--- src/rtl/step_pacer_pkg.sv ---
// step_pacer shared types.
// State encoding and datapath width for the step pacer.
package step_pacer_pkg;

  localparam int PACER_PERIOD_W = 32;

  typedef enum logic [1:0] {
    STOPPED = 2'd0,
    RUNNING = 2'd1,
    DRAIN   = 2'd2
  } pacer_state_t;

endpackage

--- src/rtl/step_pacer_if.sv ---
// Step token handshake between pacer and step engine.
// The pacer is master; the step engine is slave.
interface step_pacer_if;
  import step_pacer_pkg::*;

  logic                      step_valid_out;
  logic                      step_ready_in;
  logic [PACER_PERIOD_W-1:0] step_index_out;

  modport master (
    output step_valid_out,
    output step_index_out,
    input  step_ready_in
  );

  modport slave (
    input  step_valid_out,
    input  step_index_out,
    output step_ready_in
  );

endinterface

--- src/rtl/step_pacer_counter.sv ---
// Saturating up/down counter with full flag and drop pulse.
// Holds the pending-token count for the pacer.
module sat_updown_counter #(
  parameter int W = 4
) (
  input  logic         clk_in,
  input  logic         rst_in,
  input  logic         inc_in,
  input  logic         dec_in,
  output logic [W-1:0] count_out,
  output logic [W-1:0] count_nxt_out,
  output logic         full_out,
  output logic         drop_out
);

  logic [W-1:0] count_q;

  always_comb begin
    full_out      = &count_q;
    drop_out      = 1'b0;
    count_nxt_out = count_q;
    if (inc_in && !dec_in) begin
      if (full_out)
        drop_out = 1'b1;
      else
        count_nxt_out = count_q + 1'b1;
    end else if (dec_in && !inc_in && count_q != '0) begin
      count_nxt_out = count_q - 1'b1;
    end
  end

  always_ff @(posedge clk_in) begin
    if (rst_in)
      count_q <= '0;
    else
      count_q <= count_nxt_out;
  end

  assign count_out = count_q;

endmodule

--- src/rtl/step_pacer.sv ---
// Step pacer: period ticks -> buffered step tokens.
// Run/stop/drain FSM gates token generation.
module step_pacer
  import step_pacer_pkg::*;
#(
  parameter int PENDING_W = 4,
  parameter int OVF_W     = 16
) (
  input  logic                      clk_in,
  input  logic                      rst_in,
  input  logic [PACER_PERIOD_W-1:0] count_in,
  input  logic [PACER_PERIOD_W-1:0] period_in,
  input  logic                      run_in,
  input  logic                      stop_in,
  input  logic                      step_in,
  step_pacer_if.master              step_if,
  output logic [PENDING_W-1:0]      pending_out,
  output logic [OVF_W-1:0]          overrun_count_out,
  output logic [1:0]                state_out
);

  pacer_state_t state_q, state_d;

  logic                      tick_q;
  logic                      add;
  logic                      accept;
  logic                      drop;
  logic                      full;
  logic [PENDING_W-1:0]      pending;
  logic [PENDING_W-1:0]      pending_nxt;
  logic [PACER_PERIOD_W-1:0] index_q;
  logic [OVF_W-1:0]          ovf_q;

  // period 0 wraps to a match at all-ones
  always_ff @(posedge clk_in) begin
    if (rst_in)
      tick_q <= 1'b0;
    else
      tick_q <= (count_in == period_in - 32'd1);
  end

  assign add = (state_q == RUNNING && tick_q) ||
               (state_q == STOPPED && step_in &&
                pending == '0);

  assign accept = step_if.step_valid_out &&
                  step_if.step_ready_in;

  sat_updown_counter #(
    .W (PENDING_W)
  ) u_pending (
    .clk_in        (clk_in),
    .rst_in        (rst_in),
    .inc_in        (add),
    .dec_in        (accept),
    .count_out     (pending),
    .count_nxt_out (pending_nxt),
    .full_out      (full),
    .drop_out      (drop)
  );

  always_ff @(posedge clk_in) begin
    if (rst_in) begin
      index_q <= '0;
      ovf_q   <= '0;
    end else begin
      if (accept)
        index_q <= index_q + 32'd1;
      if (drop && !(&ovf_q))
        ovf_q <= ovf_q + 1'b1;
    end
  end

  always_comb begin
    state_d = state_q;
    unique case (state_q)
      STOPPED: if (run_in && !stop_in) state_d = RUNNING;
      RUNNING: if (stop_in)
                 state_d = (pending_nxt != '0) ? DRAIN : STOPPED;
      DRAIN: begin
        if (run_in && !stop_in)
          state_d = RUNNING;
        else if (pending_nxt == '0)
          state_d = STOPPED;
      end
      default: state_d = STOPPED;
    endcase
  end

  always_ff @(posedge clk_in) begin
    if (rst_in)
      state_q <= STOPPED;
    else
      state_q <= state_d;
  end

  assign step_if.step_valid_out = (pending != '0);
  assign step_if.step_index_out = index_q;
  assign pending_out            = pending;
  assign overrun_count_out      = ovf_q;
  assign state_out              = state_q;

endmodule
--- src/flat_wrapper.sv ---
// flat-port wrapper written by rule: the top's interface ports become plain ports
module step_pacer_flat import step_pacer_pkg::*;
#(
  parameter int PENDING_W = 4,
  parameter int OVF_W     = 16
)
  (clk_in, rst_in, count_in, period_in, run_in, stop_in, step_in, pending_out, overrun_count_out, state_out, step_if_step_valid_out, step_if_step_index_out, step_if_step_ready_in);
  step_pacer_if step_if_i ();
  input  logic clk_in;
  input  logic rst_in;
  input  logic [PACER_PERIOD_W-1:0] count_in;
  input  logic [PACER_PERIOD_W-1:0] period_in;
  input  logic run_in;
  input  logic stop_in;
  input  logic step_in;
  output logic [PENDING_W-1:0] pending_out;
  output logic [OVF_W-1:0] overrun_count_out;
  output logic [1:0] state_out;
  output wire logic [$bits(step_if_i.step_valid_out)-1:0] step_if_step_valid_out;
  output wire logic [$bits(step_if_i.step_index_out)-1:0] step_if_step_index_out;
  input wire logic [$bits(step_if_i.step_ready_in)-1:0] step_if_step_ready_in;
  assign step_if_step_valid_out = step_if_i.step_valid_out;
  assign step_if_step_index_out = step_if_i.step_index_out;
  assign step_if_i.step_ready_in = step_if_step_ready_in;
  step_pacer #(.PENDING_W(PENDING_W), .OVF_W(OVF_W)) u_core (.clk_in(clk_in), .rst_in(rst_in), .count_in(count_in), .period_in(period_in), .run_in(run_in), .stop_in(stop_in), .step_in(step_in), .step_if(step_if_i), .pending_out(pending_out), .overrun_count_out(overrun_count_out), .state_out(state_out));
endmodule
--- config.mk ---
export PLATFORM = sky130hd
export DESIGN_NAME = step_pacer_flat
export DESIGN_NICKNAME = d
export VERILOG_FILES = /design/src/rtl/step_pacer_pkg.sv /design/src/rtl/step_pacer_if.sv /design/src/rtl/step_pacer_counter.sv /design/src/rtl/step_pacer.sv /design/src/flat_wrapper.sv
export SDC_FILE = /design/constraint.sdc
export NUM_CORES = 1
export LEC_CHECK = 0
export BUFFER_PORTS_ARGS = -buffer_cell sky130_fd_sc_hd__buf_2
export CAP_MARGIN = 20
export CORE_ASPECT_RATIO = 0.75
export CORE_MARGIN = 10
export CORE_UTILIZATION = 50
export DETAILED_ROUTE_END_ITERATION = 10
export PLACE_DENSITY = 0.76
export SYNTH_ARGS = -nofsm -noshare
export SYNTH_HDL_FRONTEND = slang
export SYNTH_SLANG_ARGS = --single-unit
--- constraint.sdc ---
create_clock -name clk_in -period 3.6 [get_ports clk_in]
set_clock_uncertainty 0.2 [all_clocks]
set_input_delay 0.36 -clock clk_in [delete_from_list [all_inputs] [get_ports clk_in]]
set_output_delay 0.36 -clock clk_in [all_outputs]
set_load 0.02 [all_outputs]
==> metrics.yaml <==
status: "finished, final reports clean"
yosysMostFrequentCell: "nor2_1"
rows: 26
route.detailed.drc: 0
ios: 125
core-area_um2: 6990
grt_start_max_net_pins: 55
setup_tns_ps: 0
cp.required_ps: 3650
fmaxAchievable_mhz: 338
antenna_found_initial: 0
yosysWarnings: 0
syn2layout_area_growth_pct: 22.1
period_minus_slack_ps: 2960
dieArea_um2: 11200
dp.cells: 678
finalHoldViolCount: 0
cp-end-kind: "flop"
slowest_stage: "or3b_1"
vias_per_cell: 5.37
finalCritPeriodShare_pct: 82.3
synth_edf_count: 0
hold_buffers: 0
ys.flop_type: "dfxtp_1"
wl_mm: 10.1
hp-class: "primary input to flop"
slowest_delay_ps: 560
synth.distinct_cells: 57
first_pass_iters: 4
grt-ovfl-total: 0
cts_setup_buffers: 0
routedWlPerCell_um: 14.8
cp_cell_sequence: "inv_1 > ha_1 > or3b_1 > nor4b_4 > o2111ai_1 > or3b_1 > or3_1 > a21oi_1"
numCtsBuffers: 5
crit_top_cell: "or3b_1"
post_cts_resize_count: 0
place_congestion: 0.867
max-slew-margin-rel_pct: 55.4
syn_area_um2: 3680
startpoint_type: "flop"
nNetsFinal: 662
stdcell_count: 686
drt_iter0_drc: 334
hpwl_mm: 8.31
cts_buffer_depth: 2
groute.usage.overall_pct: 17.3
rsz0062_at_grt: "false"
drv_cap: 0
synth_top_area_share_pct: 29.9
critPathKind: "flop to flop"
final-setup-viol-count: 0
clock-sinks: 55
port_buffers: 124
grt_pass1_vias: 3518
root_buffer: "clkbuf_8"
initial_utilization_pct: 52.6
crit_fanout: 10
drive_gt1_share_pct: 24.0
synthTopCellsByCount: "nor2_1 (76), dfxtp_1 (55), xnor2_1 (43)"
clk_pin_slew_worst_paths_ps: 100
powerDensity_nw_per_um2: 357
slew_violations: 0
power.leakage_nw: 1.86
avgSynthCellArea_um2: 7.92
ys_seq_area_share_pct: 29.9
grt_pass1_wl_mm: 16.7
ys_top_cells_by_area: "dfxtp_1 (30%), xnor2_1 (10%), xor2_1 (9.3%)"
vdd_drop_max_mv: 0.234
syn_inst: 465
yosysTopAreaCell: "dfxtp_1"
num_vias: 3687
tightest_slew_ps: 663
synth_seq_cells: 55
antenna_cells: 0
worstPathArrival_ps: 3010
finish.instance_area_um2: 4490
chipHeight_um: 94.3
async_flop_share_pct: 0
synth_nets: 540
place_area_um2: 4380
cts_max_level: 2
clkLatencyLatePin_ps: 310
n_fill_cell: 634
route.antenna.remaining_nets: 0
cts_tree: "yes"
fp.dieW_um: 119
worst max-delay path: cells and delay by family (launching register included):
kind / cells / cell delay, ps
AO/OA/AOI/OAI: 2 / 300
buffers and inverters: 1 / 120
AND/OR/NAND/NOR: 4 / 1720
adder cells (fa/ha/maj): 1 / 200
flip-flops: 1 / 360
cell usage in the layout (no fill, tap or decap), types with 5 or more instances in the layout:
master	Yosys	layout
clkbuf_8	0	5
nor4_1	11	11
nand3_1	22	22
o21ai_0	13	13
nor2_1	76	76
and2_1	9	9
and3_1	7	7
nand2_1	34	34
dfxtp_1	55	55
xnor2_1	43	43
or3_1	8	8
nand4_1	14	14
nor3_1	15	15
buf_2	0	124
xor2_1	39	39
a21oi_1	10	10
a31oi_1	5	5
inv_1	18	18
ha_1	5	5
mux2i_1	8	8
and4_1	8	8
stage by stage:
stage / power (mW) / hold slack [ps] / utilization (%) / worst slack, ps
CTS: 1.61 / 55.2 / 64.2 / 640
global placement: 1.19 / 287 / 62.6 / 757
global route: 1.70 / 64.0 / 64.2 / 422
finish: 1.60 / 64.0 / 64.2 / 638
floorplan: 1.05 / 236 / - / 778
detailed placement: 1.20 / 297 / 62.6 / 667
report_power, final:
| group | switching [mW] | total (mW) | leakage, nW | internal, mW |
|---|---|---|---|---|
| Combinational | 0.299 | 0.507 | 1.36 | 0.208 |
| Clock | 0.206 | 0.416 | 0.0558 | 0.211 |
| Sequential | 0.0442 | 0.682 | 0.444 | 0.637 |
final timing paths:
check | start | endpoint | slack (ps) | cells past startpoint
worst max register to register | u_core.u_pending.count_out[0] | u_core.overrun_count_out[15] | 640 | 8
worst min register to register | u_core.overrun_count_out[8] | u_core.overrun_count_out[8] | 320 | 2
worst max-delay path | u_core.u_pending.count_out[0] | u_core.overrun_count_out[15] | 640 | 8
worst min-delay path | stop_in | u_core.state_out[0] | 60 | 2
area by class of cell:
type / count / area (um2) / area share (%)
sequential: 55 / 1100 / 24.5
tap: 98 / 123 / 2.73
clock buffer: 6 / 72.6 / 1.62
timing repair buffer: 126 / 636 / 14.1
inverter: 18 / 67.6 / 1.50
multi-input combinational: 381 / 2450 / 54.6
clock inverter: 2 / 38.8 / 0.863
kinds of logic (layout without fill, tap and decap cells):
family / Yosys count / count (layout) / share of synthesized area, %
flip-flops: 55 / 55 / 29.9
adder cells (fa/ha/maj): 5 / 5 / 1.70
buffers and inverters: 29 / 152 / 3.40
AO/OA/AOI/OAI: 54 / 54 / 9.82
multiplexers: 8 / 8 / 2.18
XOR/XNOR: 82 / 82 / 19.5
AND/OR/NAND/NOR: 232 / 232 / 33.5
flip-flops by register name, summed over array words and instances (netlist names):
register / count
u_core.state_out: 2
u_core.overrun_count_out: 16
u_core.step_if.step_index_out: 32
u_core.tick_q: 1
u_core.u_pending.count_out: 4
routing by layer:
layer | track usage [%] | vias up | part of all wire, %
met5 | 0 | - | 0
met4 | 3.55 | 0 | 0.65
met3 | 4.74 | 6 | 6.5
met2 | 27.6 | 96 | 46
met1 | 23.1 | 1707 | 47
li1 | - | 1878 | -
Note: power is estimated with default switching activity, not from simulation.
